[src/rtl/i2s_rx.sv]
// I2S slave receiver: synchronizes bck/lrck/data into clk, deserializes
// stereo frames and holds the last one behind a valid/ack register.
module i2s_rx #(
  parameter int DATA_WIDTH  = 24,
  parameter int SYNC_STAGES = 2
) (
  input  logic                  clk,
  input  logic                  rst,
  input  logic                  enable,
  input  logic                  i2s_bck,
  input  logic                  i2s_lrck,
  input  logic                  i2s_data,
  output logic [DATA_WIDTH-1:0] left_data,
  output logic [DATA_WIDTH-1:0] right_data,
  output logic                  sample_valid,
  input  logic                  sample_ack,
  output logic                  overrun,
  input  logic                  overrun_clear
);

  localparam int CW = $clog2(DATA_WIDTH + 1);
  localparam logic [CW-1:0] CNT_MAX = CW'(DATA_WIDTH);
  localparam logic [DATA_WIDTH-1:0] MSB =
    {1'b1, {(DATA_WIDTH-1){1'b0}}};

  typedef enum logic [1:0] {ALIGN, LEFT, RIGHT} state_e;

  state_e                  state_q, state_d;
  logic [SYNC_STAGES-1:0]  bck_sync_q, bck_sync_d;
  logic [SYNC_STAGES-1:0]  lrck_sync_q, lrck_sync_d;
  logic [SYNC_STAGES-1:0]  data_sync_q, data_sync_d;
  logic                    bck_prev_q, bck_prev_d;
  logic                    lrck_prev_q, lrck_prev_d;
  logic [CW-1:0]           cnt_q, cnt_d;
  logic [DATA_WIDTH-1:0]   shift_q, shift_d;
  logic [DATA_WIDTH-1:0]   lword_q, lword_d;
  logic [DATA_WIDTH-1:0]   rword_q, rword_d;
  logic [DATA_WIDTH-1:0]   left_q, left_d;
  logic [DATA_WIDTH-1:0]   right_q, right_d;
  logic                    commit_q, commit_d;
  logic                    valid_q, valid_d;
  logic                    overrun_q, overrun_d;

  logic                    bck_s, lrck_s, data_s;
  logic                    bck_rise, lr_flip, commit;
  logic [DATA_WIDTH-1:0]   shift_ins;
  logic [CW-1:0]           cnt_ins;

  assign bck_s    = bck_sync_q[SYNC_STAGES-1];
  assign lrck_s   = lrck_sync_q[SYNC_STAGES-1];
  assign data_s   = data_sync_q[SYNC_STAGES-1];
  assign bck_rise = bck_s & ~bck_prev_q;
  assign lr_flip  = lrck_s ^ lrck_prev_q;
  assign commit   = commit_q & enable;

  // Bits land MSB-first; the mask runs out once DATA_WIDTH bits are kept.
  assign shift_ins = data_s ? (shift_q | (MSB >> cnt_q)) : shift_q;
  assign cnt_ins   = (cnt_q == CNT_MAX) ? cnt_q : cnt_q + CW'(1);

  always_comb begin
    bck_sync_d  = {bck_sync_q[SYNC_STAGES-2:0], i2s_bck};
    lrck_sync_d = {lrck_sync_q[SYNC_STAGES-2:0], i2s_lrck};
    data_sync_d = {data_sync_q[SYNC_STAGES-2:0], i2s_data};
    bck_prev_d  = bck_s;
    lrck_prev_d = bck_rise ? lrck_s : lrck_prev_q;
    state_d     = state_q;
    cnt_d       = cnt_q;
    shift_d     = shift_q;
    lword_d     = lword_q;
    rword_d     = rword_q;
    commit_d    = 1'b0;
    left_d      = left_q;
    right_d     = right_q;
    valid_d     = valid_q;
    overrun_d   = overrun_q;

    if (!enable) begin
      state_d = ALIGN;
      cnt_d   = '0;
      shift_d = '0;
    end else if (bck_rise) begin
      unique case (state_q)
        ALIGN: begin
          if (lrck_prev_q && !lrck_s) begin
            state_d = LEFT;
            cnt_d   = '0;
            shift_d = '0;
          end
        end
        LEFT: begin
          if (lr_flip) begin
            lword_d = shift_ins;
            cnt_d   = '0;
            shift_d = '0;
            state_d = RIGHT;
          end else begin
            cnt_d   = cnt_ins;
            shift_d = shift_ins;
          end
        end
        RIGHT: begin
          if (lr_flip) begin
            rword_d  = shift_ins;
            commit_d = 1'b1;
            cnt_d    = '0;
            shift_d  = '0;
            state_d  = LEFT;
          end else begin
            cnt_d   = cnt_ins;
            shift_d = shift_ins;
          end
        end
        default: state_d = ALIGN;
      endcase
    end

    if (commit) begin
      left_d  = lword_q;
      right_d = rword_q;
      valid_d = 1'b1;
    end else if (sample_ack) begin
      valid_d = 1'b0;
    end

    // A fresh overrun outranks a simultaneous clear.
    if (commit && valid_q && !sample_ack) begin
      overrun_d = 1'b1;
    end else if (overrun_clear) begin
      overrun_d = 1'b0;
    end
  end

  always_ff @(posedge clk) begin
    if (rst) begin
      state_q     <= ALIGN;
      bck_sync_q  <= '0;
      lrck_sync_q <= '0;
      data_sync_q <= '0;
      bck_prev_q  <= 1'b0;
      lrck_prev_q <= 1'b0;
      cnt_q       <= '0;
      shift_q     <= '0;
      lword_q     <= '0;
      rword_q     <= '0;
      left_q      <= '0;
      right_q     <= '0;
      commit_q    <= 1'b0;
      valid_q     <= 1'b0;
      overrun_q   <= 1'b0;
    end else begin
      state_q     <= state_d;
      bck_sync_q  <= bck_sync_d;
      lrck_sync_q <= lrck_sync_d;
      data_sync_q <= data_sync_d;
      bck_prev_q  <= bck_prev_d;
      lrck_prev_q <= lrck_prev_d;
      cnt_q       <= cnt_d;
      shift_q     <= shift_d;
      lword_q     <= lword_d;
      rword_q     <= rword_d;
      left_q      <= left_d;
      right_q     <= right_d;
      commit_q    <= commit_d;
      valid_q     <= valid_d;
      overrun_q   <= overrun_d;
    end
  end

  assign left_data    = left_q;
  assign right_data   = right_q;
  assign sample_valid = valid_q;
  assign overrun      = overrun_q;

endmodule

[config.mk]
export PLATFORM = sky130hd
export DESIGN_NAME = i2s_rx
export DESIGN_NICKNAME = d
export VERILOG_FILES = /design/src/rtl/i2s_rx.sv
export SDC_FILE = /design/constraint.sdc
export NUM_CORES = 1
export LEC_CHECK = 0
export ABC_AREA = 1
export CAP_MARGIN = 25
export CORE_ASPECT_RATIO = 1.5
export CORE_MARGIN = 2
export CORE_UTILIZATION = 40
export CTS_CLUSTER_SIZE = 28
export DETAILED_ROUTE_END_ITERATION = 16
export DONT_BUFFER_PORTS = 1
export GPL_ROUTABILITY_DRIVEN = 1
export PLACE_DENSITY = 0.56
export SYNTH_ARGS = -nofsm -noshare
export SYNTH_HDL_FRONTEND = slang
export SYNTH_SLANG_ARGS = --single-unit
export TNS_END_PERCENT = 1
[constraint.sdc]
create_clock -name clk -period 2.9 [get_ports clk]
set_input_delay 0.87 -clock clk [delete_from_list [all_inputs] [get_ports clk]]
set_output_delay 0.87 -clock clk [all_outputs]
set_load 0.1 [all_outputs]
==> flow_summary.ini <==
[run_status]
outcome = finished, final reports clean

[critical_path]
crit_path_max_fanout = 32
cp-end-kind = register
crit_top_cell = inv_1
critical-path-top-delay-family = buffers and inverters
crit_chain = inv_1, ha_1, inv_1, nand2_1, nor2_4, buf_4, o21ai_1, a21oi_2
arrival_ns = 2.29
start_kind = register
cp_data_required_time_ns = 3.25
worst-path-buf-inv = 3
cp_slowest_cell = buf_4
slowest_delay_ns = 0.43
worstSetupPathType = register to register

[clock_network]
cts_max_level = 4
clock-root-buffer = clkbuf_16
clockBufferDepth = 2
cts_buffers = 17
cts.clk_slew.worst_paths_ns = 0.06
numClockSinks = 138
post_cts_resized = 0
cts_setup_buffers = 0
ctsHoldBuffers = 0
clkLatencyLatePin_ns = 0.41
cts_tree = yes

[synthesis]
synth_top_area_share = 0.528
yosys_warnings = 0
yosysTopAreaCell = dfxtp_1
syn_area_um2 = 5230
synth_seq_cells = 138
synth_area_per_cell_um2 = 8.28
ys_seq_area_frac = 0.528
syn_inst = 631
synth-edff-count = 0
async_reset_ff_frac = 0
ys_types = 26
synth_common_cells = nor2_1 (160), dfxtp_1 (138), o21ai_0 (73)
synth_area_leaders = dfxtp_1 (53%), nor2_1 (11%), o21ai_0 (7.0%)
yosysMostFrequentCell = nor2_1
postSynthNetCount = 651
ys.flop_type = dfxtp_1

[global_routing]
overflow = 0
grtUsageTotal = 0.163
grt_pass1_wl_um = 18200
grt_max_degree = 98
grt_pass1_vias = 3775
antenna_found_initial = 0

[finish]
antenna_cells = 0
final_net_count = 689
syn2layout_area_growth_pct = 20.4
drive_gt1_frac = 0.192
nFillCells = 1256

[floorplanning]
initial_core_util = 0.406
core_area_um2 = 12900
die_x_um = 97.3
io_pins = 58
chipHeight_um = 144
die-area_um2 = 14000
rows = 51

[pwr]
peakVddDrop_mv = 0.340
p_per_area_nw_per_um2 = 682
leakage_nw = 2.46

[detailed_routing]
route.detailed.drc = 0
drt-vias-per-instance = 4.85
drtAntennaViolNets = 0
drt_wl_total_um = 10700
post_drt_wl_per_cell_um = 12.8
vias = 4080
first_iter_violations = 173
drtPass1Iterations = 4

[sta]
fmax_mhz = 515
finalCritPeriodShare = 0.669
rsz0062_at_grt = false
worst_pin_slew_ns = 0.803
hold_viol = 0
period_needed_ns = 1.94
fin_skew_ns = 0.00715
setup_tns_ns = 0
relSlewSlack = 0.464
timing.final.ws_setup_ns = 0.959
drv_slew = 0
finalSetupViolations = 0

[placement]
hpwl_um = 7490
gp_congestion = 0.800
numPortBuffers = 0
pre_cts_slack_ns = 0.856

[worst_hold_path]
worstHoldPathType = register to register

[run]
drv_cap = 0
tightest hold or removal path: cells and delay by family, from the launching register on:
kind | cells | cell delay [ns]
flip-flops | 1 | 0.29
buffers and inverters | 1 | 0.04
AND/OR/NAND/NOR | 1 | 0.03
power breakdown:
part / total, mW / internal, mW / switching (mW)
combinational: 0.0656 / 0.0175 / 0.0481
sequential: 1.90 / 1.90 / 0.00220
clock: 2.33 / 1.54 / 0.790
layout make-up:
type | instances | area, um^2 | area share
Clock buffer | 23 | 488 | 0.0775
Clock inverter | 9 | 160 | 0.0254
Inverter | 40 | 150 | 0.0238
Multi-Input combinational cell | 417 | 2110 | 0.335
Sequential cell | 138 | 2760 | 0.439
Tap cell | 159 | 199 | 0.0316
Timing Repair Buffer | 55 | 425 | 0.0676
layout by cell type, fill, tap and decap left out:
cell          n
clkinvlp_4    3
nand2_1      32
buf_4        54
inv_6         1
nand4_1       1
nor3_2        2
nand2_2       3
clkinv_4      1
nor3_1       15
a21oi_1      34
dfxtp_1     138
ha_1         12
nor2_1      160
inv_1        35
clkbuf_1      2
nand3_1      10
o21ai_0      73
nor2_2        1
nor2_4        3
o21ai_2       6
a21oi_2      26
clkbuf_8      4
o21ai_1      29
o21bai_1      4
buf_12        1
inv_2         5
a31oi_1       5
bufinv_16     4
clkbuf_16    17
o211ai_1      1
logic make-up after synthesis:
logic type,count (synthesis),share of synthesized area
compound gates,178,0.197
fa+ha+maj,12,0.0287
buf+inv,76,0.0677
flops,138,0.528
simple gates,227,0.178
flip-flops by register name, summed over array words and instances (netlist names), 2 cells and up:
| register | cells |
|---|---|
| lword_q | 24 |
| cnt_q | 5 |
| shift_q | 24 |
| state_q | 2 |
| rword_q | 24 |
| right_data | 24 |
| bck_sync_q | 2 |
| data_sync_q | 2 |
| left_data | 24 |
| lrck_sync_q | 2 |
routing by layer:
| metal | share of wire | wire length, um | vias to the layer above | track usage |
|---|---|---|---|---|
| met3 | 0.041 | 442 | 5 | 0.0546 |
| li1 | - | - | 2142 | - |
| met1 | 0.45 | 4880 | 1860 | 0.193 |
| met5 | 0 | 0 | - | 0 |
| met2 | 0.50 | 5350 | 73 | 0.275 |
| met4 | 0.0071 | 76 | 0 | 0.0592 |
path summary, 6_finish.rpt:
kind	from	end	slack, ns	cells past startpoint
setup / recovery	lrck_sync_q[1]	rword_q[9]	0.96	8
setup reg to reg	lrck_sync_q[1]	rword_q[9]	0.96	8
hold / removal	data_sync_q[0]	data_sync_q[1]	0.40	2
hold reg to reg	data_sync_q[0]	data_sync_q[1]	0.40	2
per-stage QoR:
stage | instance area (um^2) | std cells | hold WS (ns) | util | power, mW
floorplan | 5230 | 631 | 0.388 | - | 2.00
global placement | 5650 | 809 | 0.391 | 0.438 | 2.01
detailed placement | 5650 | 809 | 0.396 | 0.438 | 2.01
CTS | 6300 | 841 | 0.404 | 0.488 | 4.34
global route | 6300 | 841 | 0.421 | 0.488 | 4.44
finish | 6300 | 841 | 0.403 | 0.488 | 4.29
(Power assumes the default switching activity.)
